--- config.mk ---
export PLATFORM = sky130hd
export DESIGN_NAME = uart_rx_deser
export DESIGN_NICKNAME = d
export VERILOG_FILES = /design/src/rtl/uart_pkg.sv /design/src/rtl/sync_2ff.sv /design/src/rtl/uart_rx_deser.sv
export SDC_FILE = /design/constraint.sdc
export NUM_CORES = 1
export LEC_CHECK = 0
export ABC_AREA = 1
export CORE_MARGIN = 2
export CORE_UTILIZATION = 25
export DETAILED_ROUTE_END_ITERATION = 7
export HOLD_SLACK_MARGIN = 0.15
export PLACE_DENSITY = 0.41
export SYNTH_ARGS = -nofsm -noshare
export SYNTH_HDL_FRONTEND = slang
export SYNTH_HIERARCHICAL = 1
export SYNTH_SLANG_ARGS = --single-unit
--- constraint.sdc ---
create_clock -name clk -period 1.9 [get_ports clk]
set_input_delay 0.38 -clock clk [delete_from_list [all_inputs] [get_ports clk]]
set_output_delay 0.38 -clock clk [all_outputs]
set_load 0.02 [all_outputs]
--- src/rtl/uart_pkg.sv ---
// Shared UART definitions: receive FSM state encoding and default frame geometry.
package uart_pkg;

   localparam int CLKS_PER_BIT_DEF = 16;
   localparam int DATA_WIDTH_DEF   = 8;
   // start + data + stop
   localparam int UART_FRAME_BITS  = DATA_WIDTH_DEF + 2;

   typedef enum logic [2:0] {
      IDLE  = 3'd0,
      START = 3'd1,
      DATA  = 3'd2,
      STOP  = 3'd3,
      BREAK = 3'd4
   } rx_state_e;

endpackage

--- src/rtl/sync_2ff.sv ---
// Two-flop synchroniser for asynchronous pin inputs; resets to 1 so idle-high lines
// do not look like an edge while reset is released.
module sync_2ff #(
   parameter int WIDTH = 1
) (
   input  logic             clk,
   input  logic             rst_n,
   input  logic [WIDTH-1:0] d_i,
   output logic [WIDTH-1:0] q_o
);

   logic [WIDTH-1:0] meta_q;
   logic [WIDTH-1:0] sync_q;

   always_ff @(posedge clk or negedge rst_n) begin
      if (!rst_n) begin
         meta_q <= '1;
         sync_q <= '1;
      end else begin
         meta_q <= d_i;
         sync_q <= meta_q;
      end
   end

   assign q_o = sync_q;

endmodule

--- src/rtl/uart_rx_deser.sv ---
// 8N1 receive deserialiser: oversampled start detection, mid-bit sampling, sticky
// rxd_int / frame_err / overrun flags cleared by rxd_int_clr.
//
// state | meaning
// IDLE  | line idle, waiting for rxd_s low
// START | confirming start bit at half a bit period
// DATA  | sampling data bits LSB first, one per bit period
// STOP  | sampling stop bit, delivering byte or flagging error
// BREAK | frame error seen, waiting for line to return high
module uart_rx_deser
   import uart_pkg::*;
#(
   parameter int CLKS_PER_BIT = CLKS_PER_BIT_DEF,
   parameter int DATA_WIDTH   = DATA_WIDTH_DEF,
   parameter int CNT_WIDTH    = 8
) (
   input  logic                  clk,
   input  logic                  rst_n,
   input  logic                  rxd,
   input  logic                  rxd_int_clr,
   output logic [DATA_WIDTH-1:0] r_data,
   output logic                  rxd_int,
   output logic                  frame_err,
   output logic                  overrun,
   output logic                  busy
);

   localparam int IDX_W = (DATA_WIDTH > 1) ? $clog2(DATA_WIDTH) : 1;
   localparam logic [CNT_WIDTH-1:0] HALF_TC  = CNT_WIDTH'(CLKS_PER_BIT / 2 - 1);
   localparam logic [CNT_WIDTH-1:0] FULL_TC  = CNT_WIDTH'(CLKS_PER_BIT - 1);
   localparam logic [IDX_W-1:0]     LAST_IDX = IDX_W'(DATA_WIDTH - 1);

   rx_state_e             state_q, state_d;
   logic [CNT_WIDTH-1:0]  cnt_q, cnt_d;
   logic [IDX_W-1:0]      idx_q, idx_d;
   logic [DATA_WIDTH-1:0] shift_q, shift_d;
   logic [DATA_WIDTH-1:0] data_q, data_d;
   logic                  int_q, int_d;
   logic                  ferr_q, ferr_d;
   logic                  ovr_q, ovr_d;
   logic                  set_int, set_ferr, set_ovr;
   logic                  rxd_s;

   sync_2ff #(.WIDTH(1)) u_sync_rxd (
      .clk   (clk),
      .rst_n (rst_n),
      .d_i   (rxd),
      .q_o   (rxd_s)
   );

   always_ff @(posedge clk or negedge rst_n) begin
      if (!rst_n) begin
         state_q <= IDLE;
         cnt_q   <= '0;
         idx_q   <= '0;
         shift_q <= '0;
         data_q  <= '0;
         int_q   <= 1'b0;
         ferr_q  <= 1'b0;
         ovr_q   <= 1'b0;
      end else begin
         state_q <= state_d;
         cnt_q   <= cnt_d;
         idx_q   <= idx_d;
         shift_q <= shift_d;
         data_q  <= data_d;
         int_q   <= int_d;
         ferr_q  <= ferr_d;
         ovr_q   <= ovr_d;
      end
   end

   always_comb begin
      state_d  = state_q;
      cnt_d    = cnt_q;
      idx_d    = idx_q;
      shift_d  = shift_q;
      data_d   = data_q;
      set_int  = 1'b0;
      set_ferr = 1'b0;
      set_ovr  = 1'b0;

      case (state_q)
         IDLE: begin
            cnt_d = '0;
            if (!rxd_s) state_d = START;
         end
         START: begin
            if (cnt_q == HALF_TC) begin
               cnt_d = '0;
               idx_d = '0;
               state_d = rxd_s ? IDLE : DATA;
            end else begin
               cnt_d = cnt_q + CNT_WIDTH'(1);
            end
         end
         DATA: begin
            if (cnt_q == FULL_TC) begin
               cnt_d   = '0;
               shift_d = {rxd_s, shift_q[DATA_WIDTH-1:1]};
               if (idx_q == LAST_IDX) state_d = STOP;
               else                   idx_d   = idx_q + IDX_W'(1);
            end else begin
               cnt_d = cnt_q + CNT_WIDTH'(1);
            end
         end
         STOP: begin
            if (cnt_q == FULL_TC) begin
               cnt_d = '0;
               if (rxd_s) begin
                  // a clear landing on the stop sample frees the buffer for this byte
                  if (!int_q || rxd_int_clr) begin
                     data_d  = shift_q;
                     set_int = 1'b1;
                  end else begin
                     set_ovr = 1'b1;
                  end
                  state_d = IDLE;
               end else begin
                  set_ferr = 1'b1;
                  state_d  = BREAK;
               end
            end else begin
               cnt_d = cnt_q + CNT_WIDTH'(1);
            end
         end
         BREAK: begin
            cnt_d = '0;
            if (rxd_s) state_d = IDLE;
         end
         default: begin
            state_d = IDLE;
            cnt_d   = '0;
         end
      endcase

      int_d  = set_int  | (int_q  & ~rxd_int_clr);
      ferr_d = set_ferr | (ferr_q & ~rxd_int_clr);
      ovr_d  = set_ovr  | (ovr_q  & ~rxd_int_clr);
   end

   assign r_data    = data_q;
   assign rxd_int   = int_q;
   assign frame_err = ferr_q;
   assign overrun   = ovr_q;
   assign busy      = (state_q != IDLE);

endmodule

==> impl_metrics.prom, run 1 <==
# TYPE chip_impl_metric gauge
chip_impl_info{name="status",value="finished clean"} 1
chip_impl_info{name="holdCritPathClass",value="reg2reg"} 1
chip_impl_metric{name="number_of_sinks_on_the_clock_net",unit=""} 35
chip_impl_metric{name="ys.warnings.count",unit=""} 6
chip_impl_metric{name="synth.cell_area",unit="µm²"} 1620
chip_impl_metric{name="number_of_antenna_violations_at_the_first_check_in_global_routing",unit=""} 0
chip_impl_metric{name="fraction_of_final_layout_cells_with_drive_strength_greater_than_1",unit="%"} 15.7
chip_impl_metric{name="numCtsBuffers",unit=""} 5
chip_impl_metric{name="avgRoutedWirePerCell",unit="µm"} 10.9
chip_impl_metric{name="cap_viol_max_count",unit=""} 0
chip_impl_metric{name="path_max_fanout",unit=""} 6
chip_impl_metric{name="synth.ff_latch_count",unit=""} 35
chip_impl_metric{name="place_hpwl",unit="µm"} 2120
chip_impl_metric{name="setup-violations-final",unit=""} 0
chip_impl_metric{name="final-max-slew-violation-count",unit=""} 0
chip_impl_info{name="rsz0062_at_grt",value="false"} 1
chip_impl_info{name="worst_setup_path_start_kind",value="flip-flop"} 1
chip_impl_metric{name="timing_hold_violations_final",unit=""} 0
chip_impl_metric{name="share_clk_of_total_power",unit="%"} 27.0
chip_impl_info{name="regToRegStartpoint",value="cnt_q[0]"} 1
chip_impl_metric{name="arrival",unit="ns"} 1.32
chip_impl_metric{name="syn-num-nets",unit=""} 181
chip_impl_metric{name="power.share.switching",unit="%"} 36.0
chip_impl_info{name="worst_r2r_endpoint",value="cnt_q[6]"} 1
chip_impl_metric{name="clock_latency",unit="ns"} 0.28
chip_impl_metric{name="synthCells",unit=""} 174
chip_impl_metric{name="final_core_util",unit="%"} 30.7
chip_impl_info{name="critical_path.cell_chain",value="nor2_2 > nand2_1 > dlygate4sd2_1"} 1
chip_impl_metric{name="pwr-share-comb",unit="%"} 26.9
chip_impl_metric{name="grt.total_usage",unit="%"} 9.80
chip_impl_metric{name="initial_core_util",unit="%"} 25.6
chip_impl_metric{name="total_vias_in_the_final_route",unit=""} 1136
chip_impl_metric{name="number_of_global_route_vias_before_repair",unit=""} 1147
chip_impl_metric{name="reg2reg_slack",unit="ns"} 0.30
chip_impl_metric{name="switching_power",unit="mW"} 0.699
chip_impl_metric{name="power.internal",unit="mW"} 1.24
chip_impl_metric{name="largest_net_degree_at_the_start_of_global_routing",unit=""} 36
chip_impl_metric{name="diodes",unit=""} 0
chip_impl_metric{name="post-route-period-util",unit="%"} 89.6
chip_impl_metric{name="flow.area_growth_from_synthesis",unit="%"} 20.0
chip_impl_info{name="timing.setup.critical_path_class",value="reg2out"} 1
chip_impl_metric{name="cts.clk_slew.worst_paths",unit="ns"} 0.07
chip_impl_metric{name="avg_synthesized_cell_area",unit="µm²"} 9.30
chip_impl_metric{name="final.min_clock_period",unit="ns"} 1.70
chip_impl_metric{name="routed_wl",unit="µm"} 2980
chip_impl_info{name="worst_hold_endpoint",value="u_sync_rxd/q_o"} 1
chip_impl_metric{name="critical_path_required",unit="ns"} 1.52
chip_impl_metric{name="slew_headroom",unit="%"} 69.7
chip_impl_metric{name="seq_area_frac_synth",unit="%"} 54.3
chip_impl_metric{name="clock_tree.buffer_depth",unit=""} 2
chip_impl_metric{name="drc",unit=""} 0
chip_impl_metric{name="finalNonFillerCells",unit=""} 274
chip_impl_info{name="master_of_the_slowest_instance_on_the_critical_path",value="sky130_fd_sc_hd__dfrtp_1"} 1
chip_impl_metric{name="power_leakage",unit="nW"} 0.850
chip_impl_metric{name="crit_path_max_cell_delay",unit="ns"} 0.48
chip_impl_metric{name="ir_drop",unit="V"} 0.000308
chip_impl_metric{name="gr-total-overflow",unit=""} 0
chip_impl_metric{name="finalWorstSetupSlack",unit="ns"} 0.197
chip_impl_metric{name="placeableCoreArea",unit="µm²"} 6310
chip_impl_metric{name="cts_htree_levels",unit=""} 2
chip_impl_info{name="cts_tree",value="built"} 1
chip_impl_metric{name="synth.lib_cells_used.distinct",unit=""} 23
chip_impl_metric{name="dp_cells",unit=""} 265
chip_impl_metric{name="layout.nets",unit=""} 203
chip_impl_metric{name="route.antenna.remaining_nets",unit=""} 0
chip_impl_metric{name="drtPass1Iterations",unit=""} 4
chip_impl_metric{name="floorplan.rows",unit=""} 29
chip_impl_metric{name="setup_total_negative_slack",unit="ns"} 0
chip_impl_metric{name="powerDensity",unit="nW/µm²"} 1000
chip_impl_metric{name="maxClockFrequency",unit="MHz"} 587
chip_impl_info{name="min-delay-start",value="u_sync_rxd/meta_q"} 1
chip_impl_metric{name="gp_routability_congestion",unit=""} 0.753
chip_impl_metric{name="rr_worst_depth",unit=""} 6
chip_impl_metric{name="post-place-ws",unit="ns"} 0.202
chip_impl_metric{name="vias_per_cell",unit=""} 4.15
chip_impl_metric{name="grt_pass1_wl",unit="µm"} 5490
chip_impl_metric{name="share_seq_of_total_power",unit="%"} 46.2
chip_impl_metric{name="die_area",unit="µm²"} 7130
chip_impl_metric{name="worst_hold_path.num_cells",unit=""} 0
chip_impl_metric{name="chip_height",unit="µm"} 84.4
chip_impl_metric{name="finalClockSkew",unit="ns"} 0.00783
chip_impl_metric{name="drt_iter0_drc",unit=""} 32
chip_impl_metric{name="die-width",unit="µm"} 84.4
chip_impl_metric{name="worst_margin_slew",unit="ns"} 0.454
chip_impl_info{name="setup.worst_path.end_class",value="primary output"} 1
chip_impl_info{name="clockRootBuffer",value="sky130_fd_sc_hd__clkbuf_8"} 1
chip_impl_metric{name="placement.io_buffers",unit=""} 15
chip_impl_metric{name="io_pins",unit=""} 16
[sequential cells by signal, indices dropped and copies added (netlist names)]
register / cells
cnt_q: 8
r_data: 8
shift_q: 8
idx_q: 3
state_q: 3
frame_err: 1
overrun: 1
rxd_int: 1
u_sync_rxd/meta_q: 1
u_sync_rxd/q_o: 1
[cells by family after synthesis]
family                     share of synthesized area (%)
AOI/OAI and AO/OA                                   8.28
and+or+nand+nor                                     26.1
DFF                                                 54.3
buffers and inverters                               5.80
adders and majority gates                           2.32
xor gates and xnor gates                            3.25
[cells in the final DEF (no fill, tap or decap)]
cell and n:
sky130_fd_sc_hd__nand3_2 2, sky130_fd_sc_hd__nand2_1 44, sky130_fd_sc_hd__clkinv_2 1, sky130_fd_sc_hd__dfstp_2 2
sky130_fd_sc_hd__nor2_1 20, sky130_fd_sc_hd__xor2_1 4, sky130_fd_sc_hd__inv_1 18, sky130_fd_sc_hd__dlygate4sd3_1 1
sky130_fd_sc_hd__o21ai_0 3, sky130_fd_sc_hd__inv_2 1, sky130_fd_sc_hd__o21ai_1 8, sky130_fd_sc_hd__dfrtp_1 33
sky130_fd_sc_hd__clkbuf_1 1, sky130_fd_sc_hd__nor3_1 1, sky130_fd_sc_hd__clkinvlp_4 1, sky130_fd_sc_hd__clkbuf_8 5
sky130_fd_sc_hd__nand3b_1 2, sky130_fd_sc_hd__buf_4 1, sky130_fd_sc_hd__nor3b_1 1, sky130_fd_sc_hd__clkdlybuf4s50_1 13
sky130_fd_sc_hd__ha_1 3, sky130_fd_sc_hd__a21oi_2 1, sky130_fd_sc_hd__nor2_4 4, sky130_fd_sc_hd__nand2_2 1
sky130_fd_sc_hd__dlygate4sd2_1 1, sky130_fd_sc_hd__xnor2_1 2, sky130_fd_sc_hd__buf_2 1, sky130_fd_sc_hd__nor2_2 2
sky130_fd_sc_hd__nand3_1 11, sky130_fd_sc_hd__nand3_4 1, sky130_fd_sc_hd__o21ai_2 8
[area by class of cell]
type                       count  area [µm²]
timing repair buffer          17         161
fill                         690        4370
inverter                      19        71.3
clock inverter                 2        12.5
sequential                    35         878
multi-input combinational    118         648
clock buffer                   6        72.6
tap                           77        96.3
[stage by stage]
step	area (µm²)	total power, mW	hold slack [ns]
after floorplan	1620	1.29	0.0844
after global placement	1840	1.45	0.346
after detailed placement	1840	1.45	0.348
after CTS	1940	1.99	0.359
after global routing	1940	2.10	0.366
final	1940	1.94	0.357
[worst max-delay path by stage]
stage,end,cells after the start,start
2_1_floorplan,idx_q[0],8,cnt_q[0]
6_report,busy,3,state_q[1]
4_1_cts,busy,3,state_q[1]
5_1_grt,shift_q[7],6,cnt_q[0]
3_3_place_gp,busy,3,state_q[1]
3_5_place_dp,busy,3,state_q[1]
[metal layers]
layer  part of all wire [%]  vias to the layer above  GRT usage (%)
li1                       -                      591              -
met1                     51                      525           13.1
met2                     44                       15           14.7
met3                    2.9                        5           2.65
met4                    2.4                        0           4.76
met5                      0                        -              0
[synthesized netlist by cell type]
master,n,area share [%]
sky130_fd_sc_hd__a21oi_2,1,0.54
sky130_fd_sc_hd__buf_6,2,1.4
sky130_fd_sc_hd__dfrtp_1,33,51
sky130_fd_sc_hd__dfstp_2,2,3.2
sky130_fd_sc_hd__ha_1,3,2.3
sky130_fd_sc_hd__inv_1,18,4.2
sky130_fd_sc_hd__inv_2,1,0.23
sky130_fd_sc_hd__nand2_1,44,10
sky130_fd_sc_hd__nand2_2,1,0.39
sky130_fd_sc_hd__nand3_1,11,3.4
sky130_fd_sc_hd__nand3_2,2,1.2
sky130_fd_sc_hd__nand3_4,1,1.1
sky130_fd_sc_hd__nand3b_1,2,0.93
sky130_fd_sc_hd__nor2_1,21,4.9
sky130_fd_sc_hd__nor2_2,1,0.39
sky130_fd_sc_hd__nor2_4,4,2.8
sky130_fd_sc_hd__nor3_1,1,0.31
sky130_fd_sc_hd__nor3b_1,1,0.46
sky130_fd_sc_hd__o21ai_0,3,0.93
sky130_fd_sc_hd__o21ai_1,8,2.5
sky130_fd_sc_hd__o21ai_2,8,4.3
sky130_fd_sc_hd__xnor2_1,2,1.1
sky130_fd_sc_hd__xor2_1,4,2.2
[power by group through the flow]
stage / Combinational [mW] / Sequential [mW] / Clock (mW)
finish: 0.522 / 0.896 / 0.523
global route: 0.606 / 0.907 / 0.583
CTS: 0.538 / 0.896 / 0.557
detailed placement: 0.544 / 0.908 / 0
global placement: 0.546 / 0.906 / 0
floorplan: 0.403 / 0.889 / 0
[worst max-delay path: cells and delay by family, from the launching register on]
family	cells	cell delay, ns
flip-flops	1	0.48
buffers and inverters	1	0.32
AND/OR/NAND/NOR	2	0.25
[what timing repair did]
| item | CTS | global route |
|---|---|---|
| hold buffers | 1 | 0 |
| buffers inserted | 0 | 0 |
| endpoints found under the setup margin | 1 | 0 |
| endpoints found under the hold margin | 24 | 0 |
| gates resized for setup | 2 | 0 |
Note: power is estimated with default switching activity, not from simulation.
==> run 2, diff against run 1 <==
--- a/config.mk
+++ b/config.mk
@@ -6,11 +6,13 @@
 export NUM_CORES = 1
 export LEC_CHECK = 0
 export ABC_AREA = 1
+export CELL_PAD_IN_SITES_DETAIL_PLACEMENT = 1
+export CELL_PAD_IN_SITES_GLOBAL_PLACEMENT = 1
 export CORE_MARGIN = 2
 export CORE_UTILIZATION = 25
 export DETAILED_ROUTE_END_ITERATION = 7
 export HOLD_SLACK_MARGIN = 0.15
-export PLACE_DENSITY = 0.41
+export PLACE_DENSITY = 0.5
 export SYNTH_ARGS = -nofsm -noshare
 export SYNTH_HDL_FRONTEND = slang
 export SYNTH_HIERARCHICAL = 1
==> run 2 against run 1 <==
Maximum frequency shrank 0.14%. Sequential power about the same. Routed wire length up 15%. Highest routed layer unchanged. Global-route usage grew 0.77 points.
==> impl_metrics.prom, run 2 (synthesis results as in run 1) <==
# TYPE chip_impl_metric gauge
chip_impl_metric{name="final-max-slew-violation-count",unit=""} 0
chip_impl_metric{name="drtPass1Iterations",unit=""} 4
chip_impl_metric{name="place_hpwl",unit="µm"} 2480
chip_impl_info{name="layout_common_cells",value="sky130_fd_sc_hd__nand2_1, sky130_fd_sc_hd__dfrtp_1, sky130_fd_sc_hd__nor2_1, sky130_fd_sc_hd__inv_1, sky130_fd_sc_hd__clkdlybuf4s50_1"} 1
chip_impl_metric{name="fillerInstances",unit=""} 750
chip_impl_info{name="master_of_the_slowest_instance_on_the_critical_path",value="sky130_fd_sc_hd__dfrtp_1"} 1
chip_impl_metric{name="cap_viol_max_count",unit=""} 0
chip_impl_metric{name="share_clk_of_total_power",unit="%"} 27.1
chip_impl_info{name="critical_path.cell_chain",value="nor2_2 > nand2_1 > dlygate4sd2_1"} 1
chip_impl_metric{name="worst_hold_path.num_cells",unit=""} 0
chip_impl_metric{name="reg2reg_slack",unit="ns"} 0.25
chip_impl_metric{name="initial_core_util",unit="%"} 25.6
chip_impl_metric{name="design_power_total",unit="mW"} 1.97
chip_impl_metric{name="clock_tree.buffer_depth",unit=""} 2
chip_impl_metric{name="maxClockFrequency",unit="MHz"} 586
chip_impl_metric{name="drt_iter0_drc",unit=""} 23
chip_impl_metric{name="critical_path_required",unit="ns"} 1.52
chip_impl_metric{name="number_of_global_route_vias_before_repair",unit=""} 1282
chip_impl_metric{name="cts.clk_slew.worst_paths",unit="ns"} 0.07
chip_impl_metric{name="grt.total_usage",unit="%"} 10.6
chip_impl_metric{name="slew_headroom",unit="%"} 74.8
chip_impl_metric{name="path_max_fanout",unit=""} 5
chip_impl_info{name="status",value="finished clean"} 1
chip_impl_metric{name="final.min_clock_period",unit="ns"} 1.71
chip_impl_metric{name="gp_routability_congestion",unit=""} 0.823
chip_impl_metric{name="fraction_of_final_layout_cells_with_drive_strength_greater_than_1",unit="%"} 16.2
chip_impl_info{name="worst_setup_path_start_kind",value="flip-flop"} 1
chip_impl_metric{name="clock_latency",unit="ns"} 0.29
chip_impl_metric{name="placeableCoreArea",unit="µm²"} 6310
chip_impl_metric{name="power.share.switching",unit="%"} 36.6
chip_impl_info{name="regToRegStartpoint",value="cnt_q[0]"} 1
chip_impl_info{name="holdCritPathClass",value="reg2reg"} 1
chip_impl_metric{name="worst_margin_slew",unit="ns"} 0.378
chip_impl_metric{name="die-width",unit="µm"} 84.4
chip_impl_metric{name="timing_hold_violations_final",unit=""} 0
chip_impl_metric{name="rr_worst_depth",unit=""} 6
chip_impl_metric{name="vias_per_cell",unit=""} 4.50
chip_impl_info{name="setup.worst_path.end_class",value="primary output"} 1
chip_impl_info{name="rsz0062_at_grt",value="false"} 1
chip_impl_metric{name="cts_htree_levels",unit=""} 2
chip_impl_metric{name="switching_power",unit="mW"} 0.720
chip_impl_metric{name="pwr-share-comb",unit="%"} 27.3
chip_impl_metric{name="finalClockSkew",unit="ns"} 0.00621
chip_impl_metric{name="number_of_antenna_violations_at_the_first_check_in_global_routing",unit=""} 0
chip_impl_metric{name="avgRoutedWirePerCell",unit="µm"} 12.5
chip_impl_metric{name="powerDensity",unit="nW/µm²"} 1010
chip_impl_info{name="min-delay-start",value="u_sync_rxd/meta_q"} 1
chip_impl_info{name="worst_r2r_endpoint",value="cnt_q[5]"} 1
chip_impl_metric{name="post-route-period-util",unit="%"} 89.8
chip_impl_metric{name="route.antenna.remaining_nets",unit=""} 0
chip_impl_info{name="final_common_cell",value="sky130_fd_sc_hd__nand2_1"} 1
chip_impl_metric{name="setup_total_negative_slack",unit="ns"} 0
chip_impl_metric{name="io_pins",unit=""} 16
chip_impl_metric{name="routed_wl",unit="µm"} 3420
chip_impl_metric{name="grt_pass1_wl",unit="µm"} 5980
chip_impl_metric{name="share_seq_of_total_power",unit="%"} 45.6
chip_impl_metric{name="flow.area_growth_from_synthesis",unit="%"} 20.8
chip_impl_metric{name="placement.io_buffers",unit=""} 15
chip_impl_metric{name="setup-violations-final",unit=""} 0
chip_impl_metric{name="chip_height",unit="µm"} 84.4
chip_impl_metric{name="number_of_sinks_on_the_clock_net",unit=""} 35
chip_impl_metric{name="floorplan.rows",unit=""} 29
chip_impl_metric{name="layout.nets",unit=""} 203
chip_impl_metric{name="crit_path_max_cell_delay",unit="ns"} 0.45
chip_impl_metric{name="drc",unit=""} 0
chip_impl_metric{name="diodes",unit=""} 0
chip_impl_info{name="cts_tree",value="built"} 1
chip_impl_metric{name="gr-total-overflow",unit=""} 0
chip_impl_metric{name="numCtsBuffers",unit=""} 5
chip_impl_info{name="timing.setup.critical_path_class",value="reg2out"} 1
chip_impl_metric{name="largest_net_degree_at_the_start_of_global_routing",unit=""} 36
chip_impl_info{name="worst_hold_endpoint",value="u_sync_rxd/q_o"} 1
chip_impl_metric{name="power.internal",unit="mW"} 1.25
chip_impl_metric{name="die_area",unit="µm²"} 7130
chip_impl_metric{name="total_vias_in_the_final_route",unit=""} 1233
chip_impl_info{name="clockRootBuffer",value="sky130_fd_sc_hd__clkbuf_8"} 1
chip_impl_metric{name="power_leakage",unit="nW"} 0.853
chip_impl_metric{name="ir_drop",unit="V"} 0.000311
chip_impl_metric{name="arrival",unit="ns"} 1.33
[run 2: cell types whose count changed in the layout (fill, tap and decap cells not counted)]
cell                      delta
sky130_fd_sc_hd__buf_12      +1
sky130_fd_sc_hd__dfrtp_1     -1
sky130_fd_sc_hd__buf_4       -1
sky130_fd_sc_hd__dfrtp_2     +1
[run 2: power groups by stage]
stage / clock network (mW) / registers [mW] / logic [mW]
finish: 0.533 / 0.897 / 0.537
global route: 0.593 / 0.909 / 0.606
CTS: 0.558 / 0.898 / 0.545
detailed placement: 0 / 0.907 / 0.550
global placement: 0 / 0.903 / 0.544
floorplan: 0 / 0.889 / 0.403
[run 2: stage by stage]
step	utilization (%)	cell area [µm²]	cells	hold WS [ns]	setup slack (ns)
2_1_floorplan	-	1620	174	0.0844	0.483
3_3_place_gp	29.4	1860	265	0.349	0.249
3_5_place_dp	29.4	1860	265	0.354	0.216
4_1_cts	31.0	1950	274	0.367	0.175
5_1_grt	31.0	1950	274	0.377	0.0871
6_report	31.0	1950	274	0.363	0.195
[run 2: cell type report]
| cell class | count | area [µm²] | area share [%] |
|---|---|---|---|
| clock inverter | 2 | 12.5 | 0.640 |
| sequential | 35 | 880 | 45.0 |
| clock buffer | 6 | 72.6 | 3.71 |
| inverter | 19 | 71.3 | 3.65 |
| timing repair buffer | 17 | 174 | 8.90 |
| tap | 77 | 96.3 | 4.93 |
| multi-input combinational | 118 | 648 | 33.2 |
[run 2: how the worst max path moves through the flow]
stage	from	end	slack, ns	cells after the start
6_report	state_q[0]	busy	0.19	3
3_3_place_gp	state_q[1]	busy	0.25	3
5_1_grt	cnt_q[0]	shift_q[2]	0.09	6
4_1_cts	state_q[1]	busy	0.18	3
3_5_place_dp	state_q[1]	busy	0.22	3
2_1_floorplan	cnt_q[0]	idx_q[0]	0.48	8
[run 2: layer usage]
| layer | track usage (%) | up-vias | share of wire [%] |
|---|---|---|---|
| met3 | 2.75 | 7 | 3.5 |
| met1 | 13.1 | 622 | 47 |
| met4 | 4.76 | 0 | 1.3 |
| li1 | - | 589 | - |
| met2 | 17.3 | 15 | 48 |
| met5 | 0 | - | 0 |
[run 2: worst max-delay path: cells and delay by family (launching register included)]
kind	cells	cell delay (ns)
buffers and inverters	1	0.32
and+or+nand+nor	2	0.27
DFF	1	0.45
[run 2: repair_timing]
action,CTS,global route
setup endpoints to repair,1,0
gates resized for setup,3,0
hold buffers,1,0
endpoints found under the hold margin,33,0
setup buffers,0,0
==> edit 1: new RTL, flow settings as in run 2 <==
Encoding of `rx_state_e`: now one-hot (5 bits for 5 states).
--- a/src/rtl/uart_pkg.sv
+++ b/src/rtl/uart_pkg.sv
@@ -6,12 +6,12 @@
    // start + data + stop
    localparam int UART_FRAME_BITS  = DATA_WIDTH_DEF + 2;
 
-   typedef enum logic [2:0] {
-      IDLE  = 3'd0,
-      START = 3'd1,
-      DATA  = 3'd2,
-      STOP  = 3'd3,
-      BREAK = 3'd4
+   typedef enum logic [4:0] {
+      IDLE  = 5'b00001,
+      START = 5'b00010,
+      DATA  = 5'b00100,
+      STOP  = 5'b01000,
+      BREAK = 5'b10000
    } rx_state_e;
 
 endpackage
Check against the original RTL: same outputs for any inputs over 10 cycles, from zero or initial values and one cycle with rst_n low; not proved beyond that.
==> edit 1 against run 2 <==
- first-iteration DRC count is 100% higher
- maximum frequency shrank 4.1%
- clock skew grew 2.7 ps
- critical path depth increased by 1
- synthesized cell count is 13% higher
- core utilization increased by 1.0 points
- synthesized area is 10% higher
- cell area grew 12%
- power rose by 11%
- wire length is 12% higher
- worst setup slack lost 73 ps
- final cell count up 16%
- sequential cell count up 2
- largest power group unchanged
==> edit 1: results (changes against run 2) <==
The flow ran to the end, and the final reports show no timing, DRC or antenna violations. The tools report the startpoint of the worst setup timing path as state_q[0] (unchanged). The post-synthesis compound-gate area fraction is 0.0889 (was 0.0828), and the leakage power summed over all cells is 1.01 nW (was 0.853 nW).

The largest fanout on the critical path came out at 3 (was 5). The tools report the length of the first detailed-routing pass in iterations as 4 (unchanged). Worst supply voltage drop on vdd: 0.250 mV (was 0.311 mV). The delay of the slowest critical-path stage was 550 ps (was 450 ps); the share of cells above drive strength 1 was 0.211 (was 0.162). The tools report the number of nets in the layout as 229 (was 203). Most frequent cells after synthesis: nand2_1, dfrtp_1, inv_1 (was nand2_1, dfrtp_1, nor2_1). The wire length on met3 is 85 um (was 119 um), and the number of filler instances in the final layout is 799 (was 750). The run gives 1820 um (was 1610 um) as the met1 wire length.

The global routing usage on met1 was 0.142 (was 0.131); the detailed placer's ending HPWL was 2750 um (was 2480 um). The tools report the maximum number of pins on one net before global-route repair as 38 (was 36). The post-synthesis net count is 203 (was 181).

The overall track demand over capacity in global routing was 0.116 (was 0.106); the final weighted congestion in routability-driven placement was 0.738 (was 0.823). The logs give 354 ps (was 363 ps) for the worst hold-check slack and 94.3 ps (was 216 ps) for the worst setup slack before clock tree synthesis. The register-to-register setup slack is 170 ps (was 250 ps), and the routing usage on met3 is 0.0336 (was 0.0275).

The run gives 1333 (was 1233) as the number of vias after detailed routing. The maximum clock frequency is 0.562 GHz (was 0.586 GHz), and the placement-stage cell area is 2050 um2 (was 1860 um2). Number of vias per cell after detailed routing: 4.18 (was 4.50). The tools report the endpoint of the lowest-slack register-to-register path as r_data[3] (was cnt_q[5]). The transition time of the tightest slew-check pin is 483 ps (was 378 ps).

The met2 demand-to-capacity share in global routing was 0.191 (was 0.173). The endpoint arrival time on the critical path was 1400 ps (was 1330 ps). Routed length on met2: 1860 um (was 1640 um). The critical-path cell with the highest stage delay was dfstp_2 (was dfrtp_1). Number of cell instances on the worst register-to-register path: 8 (was 6). The run gives 26 (was 23) as the post-synthesis cell type count. The wire length after detailed routing is 3840 um (was 3420 um).

Number of cells in the design after placement: 308 (was 265). The highest metal layer with signal wires was met4 (unchanged). The first-pass GRT wire length is 6820 um (was 5980 um). For the via count of the first global-routing pass, the log shows 1453 (was 1282).

The number of stages on the worst hold path is 0 (unchanged), and the sequential cell area fraction in the yosys report is 0.520 (was 0.543). Final clock skew: 8.88 ps (was 6.21 ps). Cell types with the largest area share after synthesis: dfrtp_1, nand2_1, inv_1 (was dfrtp_1, nand2_1, nor2_1). The post-synthesis share of cell area spent on xor and xnor gates is 0.0147 (was 0.0325), and the adder and majority gate portion of the synthesized area is 0.0210 (was 0.0232). For the initial DRC count, the log shows 46 (was 23). Per-instance average area after synthesis: 9.12 um2 (was 9.30 um2).
-- edit 1: repair_timing --
item,in CTS,in global routing
hold buffers,1,0
gates resized for setup,1,0
pin swaps,0,1
buffers inserted,0,2
cloned,0,0
endpoints found under the setup margin,1,3
hold endpoints to repair,29,0
-- edit 1: logic make-up after synthesis --
family,count (synthesis)
flops,37
xor+xnor,3
buf+inv,32
simple gates,96
compound gates,25
fa+ha+maj,3
-- edit 1: where the power goes --
| part | switching [W] | internal, W | leakage [nW] | total (W) |
|---|---|---|---|---|
| Clock | 0.000292 | 0.000335 | 0.0549 | 0.000626 |
| Combinational | 0.000407 | 0.000259 | 0.447 | 0.000666 |
| Sequential | 0.0000473 | 0.000853 | 0.504 | 0.000901 |
-- edit 1: cell type report --
type	count	area [um2]	area share
flip-flops and latches	37	930	0.423
multi-input cells	127	721	0.328
repair buffers	22	211	0.0963
well taps	96	120	0.0547
inverters	29	109	0.0496
clock buffers	7	96.3	0.0439
clock inverters	1	8.76	0.00399
==> edit 2: new RTL, settings of run 2 <==
Made on the original files. `CNT_WIDTH`: 8 -> 12.
--- a/src/rtl/uart_rx_deser.sv
+++ b/src/rtl/uart_rx_deser.sv
@@ -12,7 +12,7 @@
 #(
    parameter int CLKS_PER_BIT = CLKS_PER_BIT_DEF,
    parameter int DATA_WIDTH   = DATA_WIDTH_DEF,
-   parameter int CNT_WIDTH    = 8
+   parameter int CNT_WIDTH    = 12
 ) (
    input  logic                  clk,
    input  logic                  rst_n,
Function: no difference found for any inputs over 10 cycles, from zero or initial values and one cycle with rst_n low; that may be too few to reach the edited logic, so the function may still have changed.
==> edit 2 against run 2 <==
- worst setup slack better by 22 ps
- synthesized area is 17% higher
- largest power group unchanged
- count of clock-buffer cells in the layout up 2
- power rose by 13%
- first-iteration DRC count grew to 2.5 times the old value
- register-to-register slack improved by 40 ps
- final cell count up 22%
- synthesized cell count rose by 22%
- wire length increased by 16%
- cell area is 16% higher
- sequential power up 7.5%
- critical path depth stayed put
- sequential cell count is 4 higher
==> edit 2: results (changes against run 2) <==
The final clock skew is 7.32 ps (was 6.21 ps), and the sequential-cell power consumption is 0.000964 W (was 0.000897 W). The number of cells in the design after placement was 324 (was 265). The logs give 1.03 nW (was 0.853 nW) for the leakage power summed over all cells and 219 (was 181) for the post-synthesis net count. The logs give 0.0274 (was 0.0275) for the routing usage on met3 and 5 (unchanged) for the total clock buffers created by CTS.

The number of enable-type register cells in the synthesized netlist was 0 (unchanged); the share of cells above drive strength 1 was 0.179 (was 0.162). For the global routing usage on met1, the log shows 0.142 (was 0.131). For the worst supply voltage drop on vdd, the log shows 0.293 mV (was 0.311 mV).

The logs give 0 (unchanged) for the initial antenna violation count and 0.655 (was 0.748) for the remaining max-slew budget at the tightest pin. cnt_q holds more flip-flops than any other register. The count of input and output buffers is 15 (unchanged).

Clock-pin slew was measured on the worst setup and hold paths at 80 ps. The classification of the worst-slack hold path is register to register (unchanged). The run gives 6 (unchanged) as the count of warnings emitted by yosys.

The logs give 0.594 GHz (was 0.586 GHz) for the maximum clock frequency and 240 (was 203) for the number of nets in the layout. For the met2 demand-to-capacity share in global routing, the log shows 0.180 (was 0.173). The most utilized layer in the global route result was met2 (unchanged). The tools report the first-pass GRT wire length as 7290 um (was 5980 um). The run finished with clean final reports. The run gives 0.518 (was 0.543) as the sequential cell area fraction in the yosys report. Most frequent cells after synthesis: nand2_1, dfrtp_1, inv_1 (was nand2_1, dfrtp_1, nor2_1). The tools report the final weighted congestion in routability-driven placement as 0.691 (was 0.823). Commonest register cell after synthesis: dfrtp_1 (unchanged).

Cell types with the largest area share after synthesis: dfrtp_1, nand2_1, inv_1 (was dfrtp_1, nand2_1, nor2_1). Number of vias per cell after detailed routing: 4.23 (was 4.50). The per-instance average area after synthesis is 8.92 um2 (was 9.30 um2).

The proportion of total power due to net switching works out to 0.355 (was 0.366). The tools report the clock tree root driver cell as clkbuf_8 (unchanged). The wire length per cell after detailed routing works out to 11.9 um (was 12.5 um). The initial DRC count is 58 (was 23), and the post-synthesis cell type count is 34 (was 23). The maximum number of pins on one net before global-route repair is 21 (was 36), and the number of diodes added for antenna fixing is 0 (unchanged). The later-pin clock latency in the skew report came out at 290 ps (about the same). The number of filler instances in the final layout was 889 (was 750); the post-detailed-route count of antenna-violating nets was 0 (unchanged). The largest fanout on the critical path is 3 (was 5). Most common library cell in the layout ignoring fill and taps: nand2_1 (unchanged).

The detailed placer's ending HPWL came out at 2950 um (was 2480 um). The maximum number of buffers from clock root to sink is 2 (unchanged), and the number of flip-flops under the largest register name is 12. The number of buffers inserted by post-CTS setup repair was 0 (unchanged). The logs give 4 (unchanged) for the length of the first detailed-routing pass in iterations and 0.109 (was 0.106) for the overall track demand over capacity in global routing. The run gives 1300 ps (was 1330 ps) as the endpoint arrival time on the critical path.

The total combinational power was 0.000627 W (was 0.000537 W); the via count of the first global-routing pass was 1526 (was 1282). For the power share of the sequential group, the log shows 0.435 (was 0.456). The tools report the number of vias after detailed routing as 1409 (was 1233).

Fraction of registers with async set/reset: 1.00 (unchanged).
-- edit 2: what timing repair did --
action | 4_1_cts | 5_1_grt
hold buffers | 1 | 0
gates resized for setup | 2 | 0
endpoints found under the setup margin | 1 | 0
hold endpoints to repair | 17 | 0
-- edit 2: path summary, 6_finish.rpt --
check                             startpoint        endpoint  depth (start not counted)  slack [ps]
setup / recovery                  state_q[1]            busy                          3         220
hold / removal             u_sync_rxd/meta_q  u_sync_rxd/q_o                          0         360
setup reg to reg                    cnt_q[0]       r_data[0]                          8         290
hold reg to reg            u_sync_rxd/meta_q  u_sync_rxd/q_o                          0         360
max in group asynchronous              rst_n      state_q[2]                          3         800
min in group asynchronous              rst_n       cnt_q[11]                          2         590
-- edit 2: kinds of logic (layout without fill, tap and decap cells) --
kind of cell | after synthesis | in the layout | share of synthesized area
fa+ha+maj | 3 | 3 | 0.0199
compound gates | 33 | 33 | 0.109
flops | 39 | 39 | 0.518
simple gates | 97 | 97 | 0.255
xor+xnor | 4 | 4 | 0.0185
buf+inv | 36 | 58 | 0.0801
-- edit 2: area by class of cell --
class | count | share of cell area
clock buffer | 8 | 0.0442
timing repair buffer | 17 | 0.0768
sequential | 39 | 0.433
tap | 99 | 0.0547
inverter | 33 | 0.0553
multi-input combinational | 137 | 0.336
-- edit 2: through the flow --
step                setup slack, ps  instance area (um2)
finish                          217                 2260
global route                   78.4                 2260
CTS                             194                 2260
detailed placement              241                 2150
global placement                275                 2150
floorplan                       478                 1890
-- edit 2: layer usage --
metal,vias up,share of wire
met5,-,0
met4,0,0.011
met3,5,0.028
li1,715,-
met1,672,0.51
met2,17,0.45
-- edit 2: worst max-delay path: stages, from the launching register on --
cell and delay (ps):
dfrtp_1 410, nor2_1 200, nand2_1 90, dlygate4sd2_1 330
